--- src/rtl/cpu_pkg.sv ---
// Shared CPU constants and the store-unit FSM state encoding.
package cpu_pkg;

   localparam int DATA_W = 16;
   localparam int ADDR_W = 16;

   // Highest address guarded when write protection is built in.
   localparam logic [15:0] PROT_TOP_DEF = 16'h00FF;

   typedef enum logic [2:0] {
      ST_IDLE,
      ST_CAPT_ADDR,
      ST_CAPT_DATA,
      ST_WRITE,
      ST_FINISH
   } store_st_t;

endpackage

--- src/rtl/mem_store_unit.sv ---
// Write-side RAM store unit. Captures an address and a data word from the
// shared bus (or derives the address from sp-1 for a stack push) and issues
// one registered RAM write per operation.
// Optional macro WRITE_PROTECT_EN: suppresses writes to addresses at or
// below PROT_TOP and reports them through the fault pulse.
module mem_store_unit
   import cpu_pkg::*;
#(
   parameter int                      DATA_W   = cpu_pkg::DATA_W,
   parameter int                      ADDR_W   = cpu_pkg::ADDR_W,
   parameter logic [ADDR_W-1:0]       PROT_TOP = ADDR_W'(cpu_pkg::PROT_TOP_DEF)
) (
   input  logic              clk,
   input  logic              rst,
   input  logic [DATA_W-1:0] bus,
   input  logic              start,
   input  logic              push,
   input  logic [ADDR_W-1:0] sp,
   output logic              busy,
   output logic              done,
   output logic [ADDR_W-1:0] sp_next,
   output logic              sp_load,
   output logic [ADDR_W-1:0] ram_address,
   output logic [DATA_W-1:0] ram_data,
   output logic              ram_wren,
   output logic              fault
);

   store_st_t         r_st;
   store_st_t         w_next_st;
   logic              r_busy;
   logic              r_done;
   logic              r_sp_load;
   logic              r_wren;
   logic              r_is_push;
   logic [ADDR_W-1:0] r_ram_address;
   logic [DATA_W-1:0] r_ram_data;
   logic [ADDR_W-1:0] r_sp_next;
   logic [ADDR_W-1:0] w_sp_dec;
   logic              w_prot_hit;
   logic              w_fault_flag;

   // Stack grows downward; the decrement wraps modulo 2^ADDR_W by width.
   assign w_sp_dec = sp - {{(ADDR_W-1){1'b0}}, 1'b1};

`ifdef WRITE_PROTECT_EN
   logic r_fault_flag;
   logic r_fault;

   // The address is final by the time CAPT_DATA hands over to WRITE.
   assign w_prot_hit   = (r_ram_address <= PROT_TOP);
   assign w_fault_flag = r_fault_flag;
   assign fault        = r_fault;

   // Latch the protection verdict for the operation and pulse it with done.
   always_ff @(posedge clk) begin
      if (rst) begin
         r_fault_flag <= 1'b0;
         r_fault      <= 1'b0;
      end else begin
         if (r_st == ST_CAPT_DATA) begin
            r_fault_flag <= w_prot_hit;
         end else if (r_st == ST_IDLE) begin
            r_fault_flag <= 1'b0;
         end
         r_fault <= (w_next_st == ST_FINISH) && r_fault_flag;
      end
   end
`else
   logic w_unused_prot;

   assign w_unused_prot = ^PROT_TOP;
   assign w_prot_hit    = 1'b0;
   assign w_fault_flag  = 1'b0;
   assign fault         = 1'b0;
`endif

   // Next-state sequencing; start is only honoured from IDLE.
   always_comb begin
      w_next_st = r_st;
      case (r_st)
         ST_IDLE: begin
            if (start) begin
               w_next_st = push ? ST_CAPT_DATA : ST_CAPT_ADDR;
            end
         end
         ST_CAPT_ADDR: w_next_st = ST_CAPT_DATA;
         ST_CAPT_DATA: w_next_st = ST_WRITE;
         ST_WRITE:     w_next_st = ST_FINISH;
         ST_FINISH:    w_next_st = ST_IDLE;
         default:      w_next_st = ST_IDLE;
      endcase
   end

   // State register, glitch-free registered strobes and the address/data capture.
   always_ff @(posedge clk) begin
      if (rst) begin
         r_st          <= ST_IDLE;
         r_busy        <= 1'b0;
         r_done        <= 1'b0;
         r_sp_load     <= 1'b0;
         r_wren        <= 1'b0;
         r_is_push     <= 1'b0;
         r_ram_address <= '0;
         r_ram_data    <= '0;
         r_sp_next     <= '0;
      end else begin
         r_st      <= w_next_st;
         r_busy    <= (w_next_st != ST_IDLE);
         r_wren    <= (w_next_st == ST_WRITE) && !w_prot_hit;
         r_done    <= (w_next_st == ST_FINISH);
         r_sp_load <= (w_next_st == ST_FINISH) && r_is_push && !w_fault_flag;
         case (r_st)
            ST_IDLE: begin
               if (start) begin
                  r_is_push <= push;
                  if (push) begin
                     r_ram_address <= w_sp_dec;
                     r_sp_next     <= w_sp_dec;
                  end
               end
            end
            ST_CAPT_ADDR: r_ram_address <= bus;
            ST_CAPT_DATA: r_ram_data    <= bus;
            default: ;
         endcase
      end
   end

   assign busy        = r_busy;
   assign done        = r_done;
   assign sp_load     = r_sp_load;
   assign ram_wren    = r_wren;
   assign ram_address = r_ram_address;
   assign ram_data    = r_ram_data;
   assign sp_next     = r_sp_next;

endmodule

--- config.mk ---
export PLATFORM = sky130hd
export DESIGN_NAME = mem_store_unit
export DESIGN_NICKNAME = d
export VERILOG_FILES = /design/src/rtl/cpu_pkg.sv /design/src/rtl/mem_store_unit.sv
export SDC_FILE = /design/constraint.sdc
export NUM_CORES = 1
export LEC_CHECK = 0
export BUFFER_PORTS_ARGS = -buffer_cell sky130_fd_sc_hd__clkbuf_2
export CAP_MARGIN = 5
export CORE_ASPECT_RATIO = 1.25
export CORE_MARGIN = 2
export CORE_UTILIZATION = 40
export CTS_CLUSTER_SIZE = 8
export DETAILED_ROUTE_END_ITERATION = 10
export PLACE_DENSITY = 0.76
export SYNTH_ARGS = -nofsm -noshare
export SYNTH_HDL_FRONTEND = slang
export SYNTH_SLANG_ARGS = --single-unit
--- constraint.sdc ---
create_clock -name clk -period 1.99 [get_ports clk]
set_clock_uncertainty 0.05 [all_clocks]
set_input_delay 0.0995 -clock clk [delete_from_list [all_inputs] [get_ports clk]]
set_output_delay 0.0995 -clock clk [all_outputs]
set_load 0.1 [all_outputs]
==> flow_summary.toml, run 1 <==
[routing]
wirelength_um = 6397
route.detailed.drc = 0
initialDrtViolationCount = 158
drtAntennaViolNets = 0
wl_per_cell_um = 14.61
drt_first_pass_iters = 4
vias = 2274
via_per_inst = 5.192

[global_routing]
first_global_vias = 2093
grt_pass1_wl_um = 10230
grt_max_degree = 28
grt.overflow.total = 0
grtUsageTotal = 0.1931
antenna_found_initial = 0

[layout]
regArea_um2 = 1121
multiInputGateArea_um2 = 1126
stdcell_area_um2 = 3132
diodes = 0
nNetsFinal = 408
area_delta_synth_final_pct = 29.82
fill_cells = 543
final_cells = 438
final_core_util = 0.5383
layout-drive-gt1-share = 0.3091

[yosys]
syn_nets = 312
synthFlopType = "dfxtp_1"
ys_seq_area_frac = 0.4647
synthTopCellsByCount = "56 x dfxtp_1, 49 x nand2_1, 40 x a21oi_1, 14 x a22oi_1, 12 x o21ai_0"
syn_avg_cell_area_um2 = 8.772
async_flop_share = 0
yosysTopAreaCell = "dfxtp_1"
syn-cell-area_um2 = 2412
synth_area_leaders = "dfxtp_1 46%, a21oi_1 8.3%, nand2_1 7.6%, a22oi_1 4.4%, xor2_1 2.9%"
synth_xor_xnor_area_share = 0.03268
yosysWarningCount = 0
synth-seq-cells = 56
synth.distinct_cells = 47
synth_most_common_cell = "dfxtp_1"
synth_edf_count = 0
syn_inst = 275
synth_compound_gate_area_share = 0.2049
synth_adder_area_share = 0.005187
synth.area.mux_share = 0
yosysTopAreaCellShare = 0.4647
synth_top_family_by_area = "simple AND/OR/NAND/NOR gates"
synth_simple_gate_area_share = 0.2225

[timing]
timing.hold.ws_ns = 0.02073
drv_slew = 0
tns_ns = 0
fmax_mhz = 521.6
setup_ws_ns = 0.07300
fin_crit_ns = 1.917
worst_slew_pin_slew_ns = 0.5672
fin_crit_sh = 0.9633
hold_viol_final = 0
setup_viol = 0
max_slew_margin = 0.6218

[min_path]
whs_path_depth = 3
hold_start = "bus[15]"
worstHoldPathType = "in2reg"
min_to = "ram_data[15]$_SDFFE_PP0N_"

[pwr]
leakagePower_nw = 1.343
cellPowerDensity_nw_per_um2 = 982.2
ir_drop_mv = 0.4006
p_sw_frac = 0.3982
finalPower_mw = 3.076
p_comb_frac = 0.335
pwr-share-seq = 0.410
p_sw_mw = 1.225
clkPwrFrac = 0.255
p_int_mw = 1.851

[clock_network]
clockRootBuffer = "clkbuf_8"
htree_levels = 2
cts_sinks = 56
clock_latency_ns = 0.29
cts_made_buffers = 5
tritoncts = "done"
clk_pin_slew_worst_paths_ns = 0.09
cts_buffer_depth = 2

[die]
die_h_um = 90.83
dieWidth_um = 73.46
dieArea_um2 = 6672
core_um2 = 5818
rows = 31
start_util = 0.4146
io_pins = 89

[place]
place_ws_ns = 0.2517
dp_hpwl_um = 4699
place.gp.congestion = 0.8835
post_dp_cell_area_um2 = 2833
dp_cells = 412
portBuffers = 87

[setup_path]
r2r-end = "ram_address[2]$_SDFFE_PP0P_"
cp.arrival_ns = 2.09
start_kind = "primary input"
endpoint_kind = "register"
reg2reg_slack_ns = 0.44
rr_startpoint = "r_st[2]$_SDFF_PP0_"
rr_worst_depth = 4
criticalPathCategory = "in2reg"
cp_max_fo = 5
required_ns = 2.17

[job]
cap_violations = 0

[status]
status = "complete, no violations"
==> timing repair <==
item	in CTS	in global routing
gates resized for setup	0	2
hold buffers	15	0
setup endpoints to repair	0	3
buffers inserted	0	3
hold endpoints to repair	16	0
==> layer usage <==
metal / up-vias / routed length [µm] / GRT usage
li1: 1171 / - / -
met1: 1037 / 2936 / 0.2580
met2: 62 / 3179 / 0.3162
met3: 4 / 211 / 0.03348
met4: 0 / 69 / 0.05152
met5: - / 0 / 0
==> final cells by class <==
cell class	instances	share of cell area
Clock inverter	1	0.009589
Tap cell	66	0.02637
Inverter	8	0.009589
Sequential cell	56	0.3580
Multi-Input combinational cell	190	0.3596
Timing Repair Buffer	110	0.2062
Clock buffer	7	0.03076
==> cell usage in the layout, fill, tap and decap left out, types with 6 or more instances in the layout <==
master and instances:
dfxtp_1 56, clkbuf_8 7, dlygate4sd3_1 15, xor2_1 8, nand2_1 49, o21ai_0 10
inv_1 8, nor2_1 9, a22oi_1 14, clkbuf_2 87, buf_4 8, nand4_1 6
a21oi_1 40
==> worst max-delay path by stage <==
stage	slack, ns	cells after the start	startpoint	end
floorplan	0.46	6	r_st[0]$_SDFF_PP0_	ram_data[14]$_SDFFE_PP0N_
global placement	0.35	7	sp[0]	ram_address[14]$_SDFFE_PP0P_
detailed placement	0.25	7	sp[0]	ram_address[14]$_SDFFE_PP0P_
CTS	0.02	8	sp[0]	ram_address[14]$_SDFFE_PP0P_
global route	-0.002	8	sp[0]	ram_address[14]$_SDFFE_PP0P_
finish	0.07	8	sp[0]	ram_address[14]$_SDFFE_PP0P_
==> state kept, by name, indices dropped and copies added, names as in the netlist <==
name,cells
ram_address,16
ram_data,16
sp_next,16
r_st,3
busy,1
done,1
r_is_push,1
ram_wren,1
sp_load,1
==> power by group through the flow <==
stage                     clock network, mW  logic, mW  registers [mW]
final                                 0.785       1.03            1.26
after global routing                  0.861       1.08            1.27
after CTS                             0.814       1.03            1.26
after detailed placement                  0       1.01            1.29
after global placement                    0       1.00            1.28
after floorplan                           0      0.253            1.85
==> kinds of logic after synthesis <==
| kind of cell | after synthesis |
|---|---|
| compound gates | 83 |
| xor+xnor | 9 |
| fa+ha+maj | 1 |
| buf+inv | 29 |
| flops | 56 |
| other cells | 1 |
| simple gates | 96 |
==> worst max-delay path: stages <==
cell,delay (ns)
dlygate4sd3_1,0.53
clkbuf_2,0.13
inv_1,0.09
ha_1,0.23
nor4b_4,0.33
nand4_1,0.16
or4_1,0.43
o211ai_1,0.09
Note: power is estimated with default switching activity, not from simulation.
==> run 2: changes to the inputs <==
- MAX_ROUTING_LAYER: not set -> met4
==> run 2 against run 1 <==
Against the previous run: sequential share of layout area stayed put; sequential cell count did not move; first-iteration DRC count rose by 30%; total power barely moved; die area did not move.
==> flow_summary.toml, run 2 (synthesized netlist as in run 1, its figures left out) <==
[setup_path]
start_kind = "primary input"
cp_max_fo = 5
cp_top_family = "simple AND/OR/NAND/NOR gates"
path_buf_inv = 3
endpoint_kind = "register"
critical_path.slowest_cell = "dlygate4sd3_1"
criticalPathCategory = "in2reg"
cp.arrival_ns = 2.09
slowest_delay_ns = 0.53
path_cells = "dlygate4sd3_1 > clkbuf_2 > inv_1 > ha_1 > nor4b_4 > nand4_1 > or4_1 > o211ai_1"
required_ns = 2.17

[routing]
drtAntennaViolNets = 0
drt_first_pass_iters = 4
via_per_inst = 5.192
vias = 2274
wl_per_cell_um = 14.63
route.detailed.drc = 0
wirelength_um = 6407
initialDrtViolationCount = 206

[timing]
max_slew_margin = 0.6148
drv_slew = 0
fin_crit_ns = 1.916
timing.hold.ws_ns = 0.01283
setup_viol = 0
setup_ws_ns = 0.07361
fin_crit_sh = 0.9630
hold_viol_final = 0
fmax_mhz = 521.8
worst_slew_pin_slew_ns = 0.5778

[pwr]
leakagePower_nw = 1.343
ir_drop_mv = 0.4049
finalPower_mw = 3.078
cellPowerDensity_nw_per_um2 = 982.8

[global_routing]
grt.overflow.total = 0
antenna_found_initial = 0
grt_pass1_wl_um = 10260
grtUsageTotal = 0.1981
grt_max_degree = 28
first_global_vias = 2090

[place]
place_ws_ns = 0.2517
dp_hpwl_um = 4699
place.gp.congestion = 0.8982
dp_cells = 412
portBuffers = 87

[layout]
final_common_cell = "clkbuf_2"
area_delta_synth_final_pct = 29.82
final_cells = 438
diodes = 0
layout_common_cells = "87 x clkbuf_2, 56 x dfxtp_1, 49 x nand2_1"
fill_cells = 543
nNetsFinal = 408
layout-drive-gt1-share = 0.3091

[min_path]
worstHoldPathType = "in2reg"

[die]
core_um2 = 5818
die_h_um = 90.83
start_util = 0.4146
rows = 31
dieWidth_um = 73.46
io_pins = 89
dieArea_um2 = 6672

[clock_network]
clockRootBuffer = "clkbuf_8"
clock_latency_ns = 0.29
cts_made_buffers = 5
cts_buffer_depth = 2
tritoncts = "done"
cts_sinks = 56
htree_levels = 2
clk_pin_slew_worst_paths_ns = 0.09

[job]
cap_violations = 0

[status]
status = "complete, no violations"
run 2: cell counts in the layout (fill, tap and decap cells not counted):
Identical to the previous run, type by type.
run 2: routing by layer:
| metal | wire, µm | track usage | share of wire | up-vias |
|---|---|---|---|---|
| met5 | 0 | - | 0 | - |
| met4 | 72 | 0.05152 | 0.011 | 0 |
| met3 | 240 | 0.02790 | 0.037 | 4 |
| met2 | 3110 | 0.3147 | 0.49 | 70 |
| met1 | 2985 | 0.2621 | 0.47 | 1029 |
| li1 | - | - | - | 1171 |
run 2: layout make-up:
cell class | count | area [µm²] | share of cell area
Inverter | 8 | 30.03 | 0.009589
Tap cell | 66 | 82.58 | 0.02637
Clock buffer | 7 | 96.34 | 0.03076
Clock inverter | 1 | 30.03 | 0.009589
Sequential cell | 56 | 1121 | 0.3580
Multi-Input combinational cell | 190 | 1126 | 0.3596
Timing Repair Buffer | 110 | 645.6 | 0.2062
run 2: final timing paths:
| kind | start | end | slack [ns] | cells after the start |
|---|---|---|---|---|
| max | sp[0] | ram_address[14]$_SDFFE_PP0P_ | 0.07 | 8 |
| min | bus[15] | ram_data[15]$_SDFFE_PP0N_ | 0.01 | 3 |
| max reg2reg | r_st[2]$_SDFF_PP0_ | ram_address[2]$_SDFFE_PP0P_ | 0.43 | 4 |
| min reg2reg | sp_next[4]$_SDFFE_PP0P_ | sp_next[4]$_SDFFE_PP0P_ | 0.41 | 2 |
run 2: per-stage QoR:
stage / setup TNS (ns) / instance area, µm² / utilization
after global routing: -0.005014 / 3132 / 0.5383
after global placement: 0 / 2833 / 0.4869
after floorplan: 0 / 2412 / -
after CTS: 0 / 3109 / 0.5344
final: 0 / 3132 / 0.5383
after detailed placement: 0 / 2833 / 0.4869
run 2: report_power, final:
group	total (mW)	internal, mW	leakage, nW	switching [mW]
Sequential	1.26	1.21	0.458	0.0537
Clock	0.787	0.444	0.0645	0.343
Combinational	1.03	0.199	0.821	0.830
run 2: worst min-delay path, cell delays in order:
cell and delay, ns:
clkbuf_2 0.11, nand2_1 0.06, a21oi_1 0.05
run 2: timing repair:
action | CTS | global route
endpoints found under the setup margin | 0 | 3
resized for setup | 0 | 2
buffers inserted | 0 | 3
hold buffers | 15 | 0
hold endpoints to repair | 16 | 0
==> run 3: changes to the inputs <==
- ABC_AREA: not set -> 1
- CTS_CLUSTER_DIAMETER: not set -> 50
- PLACE_DENSITY: 0.76 -> 0.66
==> run 3 against run 2 <==
Against the previous run: the flow now finishes with violations (negative hold slack); non-clock buffer count is 13 lower; hold slack worse by 0.015 ns; clock power decreased by 20%; total power rose by 6.8%; critical path depth is 1 lower; die area is 5.3% higher; wire length shrank 0.64%; critical path type is now reg2reg.
==> flow_summary.toml, run 3 <==
[job]
cap_violations = 0

[routing]
initialDrtViolationCount = 130
wl_per_cell_um = 11.70
via_per_inst = 4.623
route.detailed.drc = 0
drt_first_pass_iters = 5
wirelength_um = 6366
vias = 2515
drtAntennaViolNets = 0

[yosys]
synth_simple_gate_area_share = 0.3094
syn_nets = 406
synth_area_leaders = "dfxtp_1 44%, nand2_1 15%, nor2_1 9.3%, inv_1 6.0%, o21ai_0 4.1%"
yosysTopAreaCellShare = 0.4401
synth.distinct_cells = 30
yosysTopAreaCell = "dfxtp_1"
synth_adder_area_share = 0.004912
ys_seq_area_frac = 0.4401
syn-cell-area_um2 = 2547
synth_xor_xnor_area_share = 0.01719
syn_inst = 369
syn_avg_cell_area_um2 = 6.904
synth_most_common_cell = "nand2_1"
synth-seq-cells = 56
synth_top_family_by_area = "simple AND/OR/NAND/NOR gates"
synth.area.mux_share = 0
synthTopCellsByCount = "99 x nand2_1, 63 x nor2_1, 56 x dfxtp_1, 41 x inv_1, 21 x o21ai_0"
async_flop_share = 0
synthFlopType = "dfxtp_1"
synth_compound_gate_area_share = 0.1238
synth_edf_count = 0
yosysWarningCount = 0

[layout]
layout-drive-gt1-share = 0.2331
layout_common_cells = "99 x nand2_1, 87 x clkbuf_2, 63 x nor2_1"
regArea_um2 = 1121
diodes = 0
multiInputGateArea_um2 = 1164
nNetsFinal = 495
fill_cells = 653
final_common_cell = "nand2_1"
area_delta_synth_final_pct = 25.00

[min_path]
min_to = "ram_data[14]$_SDFFE_PP0N_"
worstHoldPathType = "in2reg"
whs_path_depth = 3
hold_start = "bus[14]"

[clock_network]
cts_made_buffers = 5
clock_latency_ns = 0.30
htree_levels = 2
clk_pin_slew_worst_paths_ns = 0.09
cts_setup_buffers = 0
clockRootBuffer = "clkbuf_8"
tritoncts = "done"
cts_sinks = 56
cts_buffer_depth = 2

[setup_path]
criticalPathCategory = "reg2reg"
start_kind = "register"
rr_startpoint = "r_st[2]$_SDFF_PP0_"
reg2reg_slack_ns = 0.42
endpoint_kind = "register"
cp_max_fo = 17
rr_worst_depth = 7
required_ns = 2.14
cp.arrival_ns = 1.72
r2r-end = "busy$_SDFF_PP0_"

[timing]
worst_slew_pin_slew_ns = 0.6101
rsz0062_at_grt = "no"
hold_viol_final = 1
timing.hold.ws_ns = -0.002493
fmax_mhz = 635.4
max_slew_margin = 0.5928
fin_crit_ns = 1.574
setup_viol = 0
drv_slew = 0
tns_ns = 0
fin_crit_sh = 0.7909
setup_ws_ns = 0.4161

[die]
dieWidth_um = 75.38
io_pins = 89
die_h_um = 93.23
start_util = 0.4131
core_um2 = 6166
rows = 32
dieArea_um2 = 7027

[pwr]
leakagePower_nw = 1.657
ir_drop_mv = 0.4084
cellPowerDensity_nw_per_um2 = 1032

[place]
portBuffers = 87
place.gp.congestion = 0.8813
dp_hpwl_um = 4916
place_ws_ns = 0.4674

[global_routing]
met3_usage = 0.02694
antenna_found_initial = 0
grt_max_degree = 27
first_global_vias = 2274
busiest_layer = "met2"
grtUsageTotal = 0.1885
met2_usage = 0.3080
grt.overflow.total = 0
grt_pass1_wl_um = 10060
gr-usage-met1 = 0.2322

[status]
status = "finished with violations"
violations = "negative hold slack"
[run 3: metal layers]
metal / wire length, µm / vias up / part of all wire
li1: - / 1320 / -
met1: 2725 / 1111 / 0.43
met2: 3186 / 73 / 0.50
met3: 308 / 11 / 0.048
met4: 146 / 0 / 0.023
met5: 0 / - / 0
[run 3: cells by family after synthesis]
logic type                 count (synthesis)
DFF                                       56
adders and majority gates                  1
other                                      1
and+or+nand+nor                          189
buffers and inverters                     60
AOI/OAI and AO/OA                         57
xor gates and xnor gates                   5
[run 3: how the worst max path moves through the flow]
stage,cells after the start,slack (ns),endpoint,from
after global placement,7,0.50,busy$_SDFF_PP0_,r_st[2]$_SDFF_PP0_
final,7,0.42,busy$_SDFF_PP0_,r_st[2]$_SDFF_PP0_
after CTS,7,0.43,busy$_SDFF_PP0_,r_st[2]$_SDFF_PP0_
after detailed placement,7,0.47,busy$_SDFF_PP0_,r_st[2]$_SDFF_PP0_
after global routing,7,0.27,busy$_SDFF_PP0_,r_st[2]$_SDFF_PP0_
after floorplan,3,0.56,sp_next[15]$_SDFFE_PP0P_,sp_next[15]$_SDFFE_PP0P_
[run 3: cell type report]
cell class / instances / area share
tap: 85 / 0.03340
multi-input combinational: 253 / 0.3654
clock buffer: 7 / 0.02711
inverter: 45 / 0.05383
timing repair buffer: 97 / 0.1658
clock inverter: 1 / 0.002358
sequential: 56 / 0.3521
[run 3: report_power, final]
group	switching, mW	internal [mW]
combinational	1.12	0.226
clock	0.348	0.283
sequential	0.0685	1.24
total	1.54	1.75
[run 3: repair_timing]
action	4_1_cts	5_1_grt
endpoints found under the hold margin	7	0
hold buffers	7	0
resized for setup	0	0
[run 3: critical path, cell delays in order (launching register included)]
cell and delay (ns):
dfxtp_1 0.46, nor2_4 0.08, nand2_2 0.20, inv_2 0.18, nor2_4 0.19, nand2_1 0.08, o21ai_0 0.17, nand2_1 0.06
[run 3: metrics by stage]
stage	instance area [µm²]	cells	hold WS (ns)	utilization	power (mW)
floorplan	2547	369	0.1844	-	2.449
finish	3184	544	-0.002493	0.5164	3.287
CTS	3184	544	0.0009768	0.5164	3.307
global placement	3020	529	0.3049	0.4899	2.662
global route	3184	544	0.001325	0.5164	3.432
detailed placement	3020	529	0.3104	0.4899	2.672
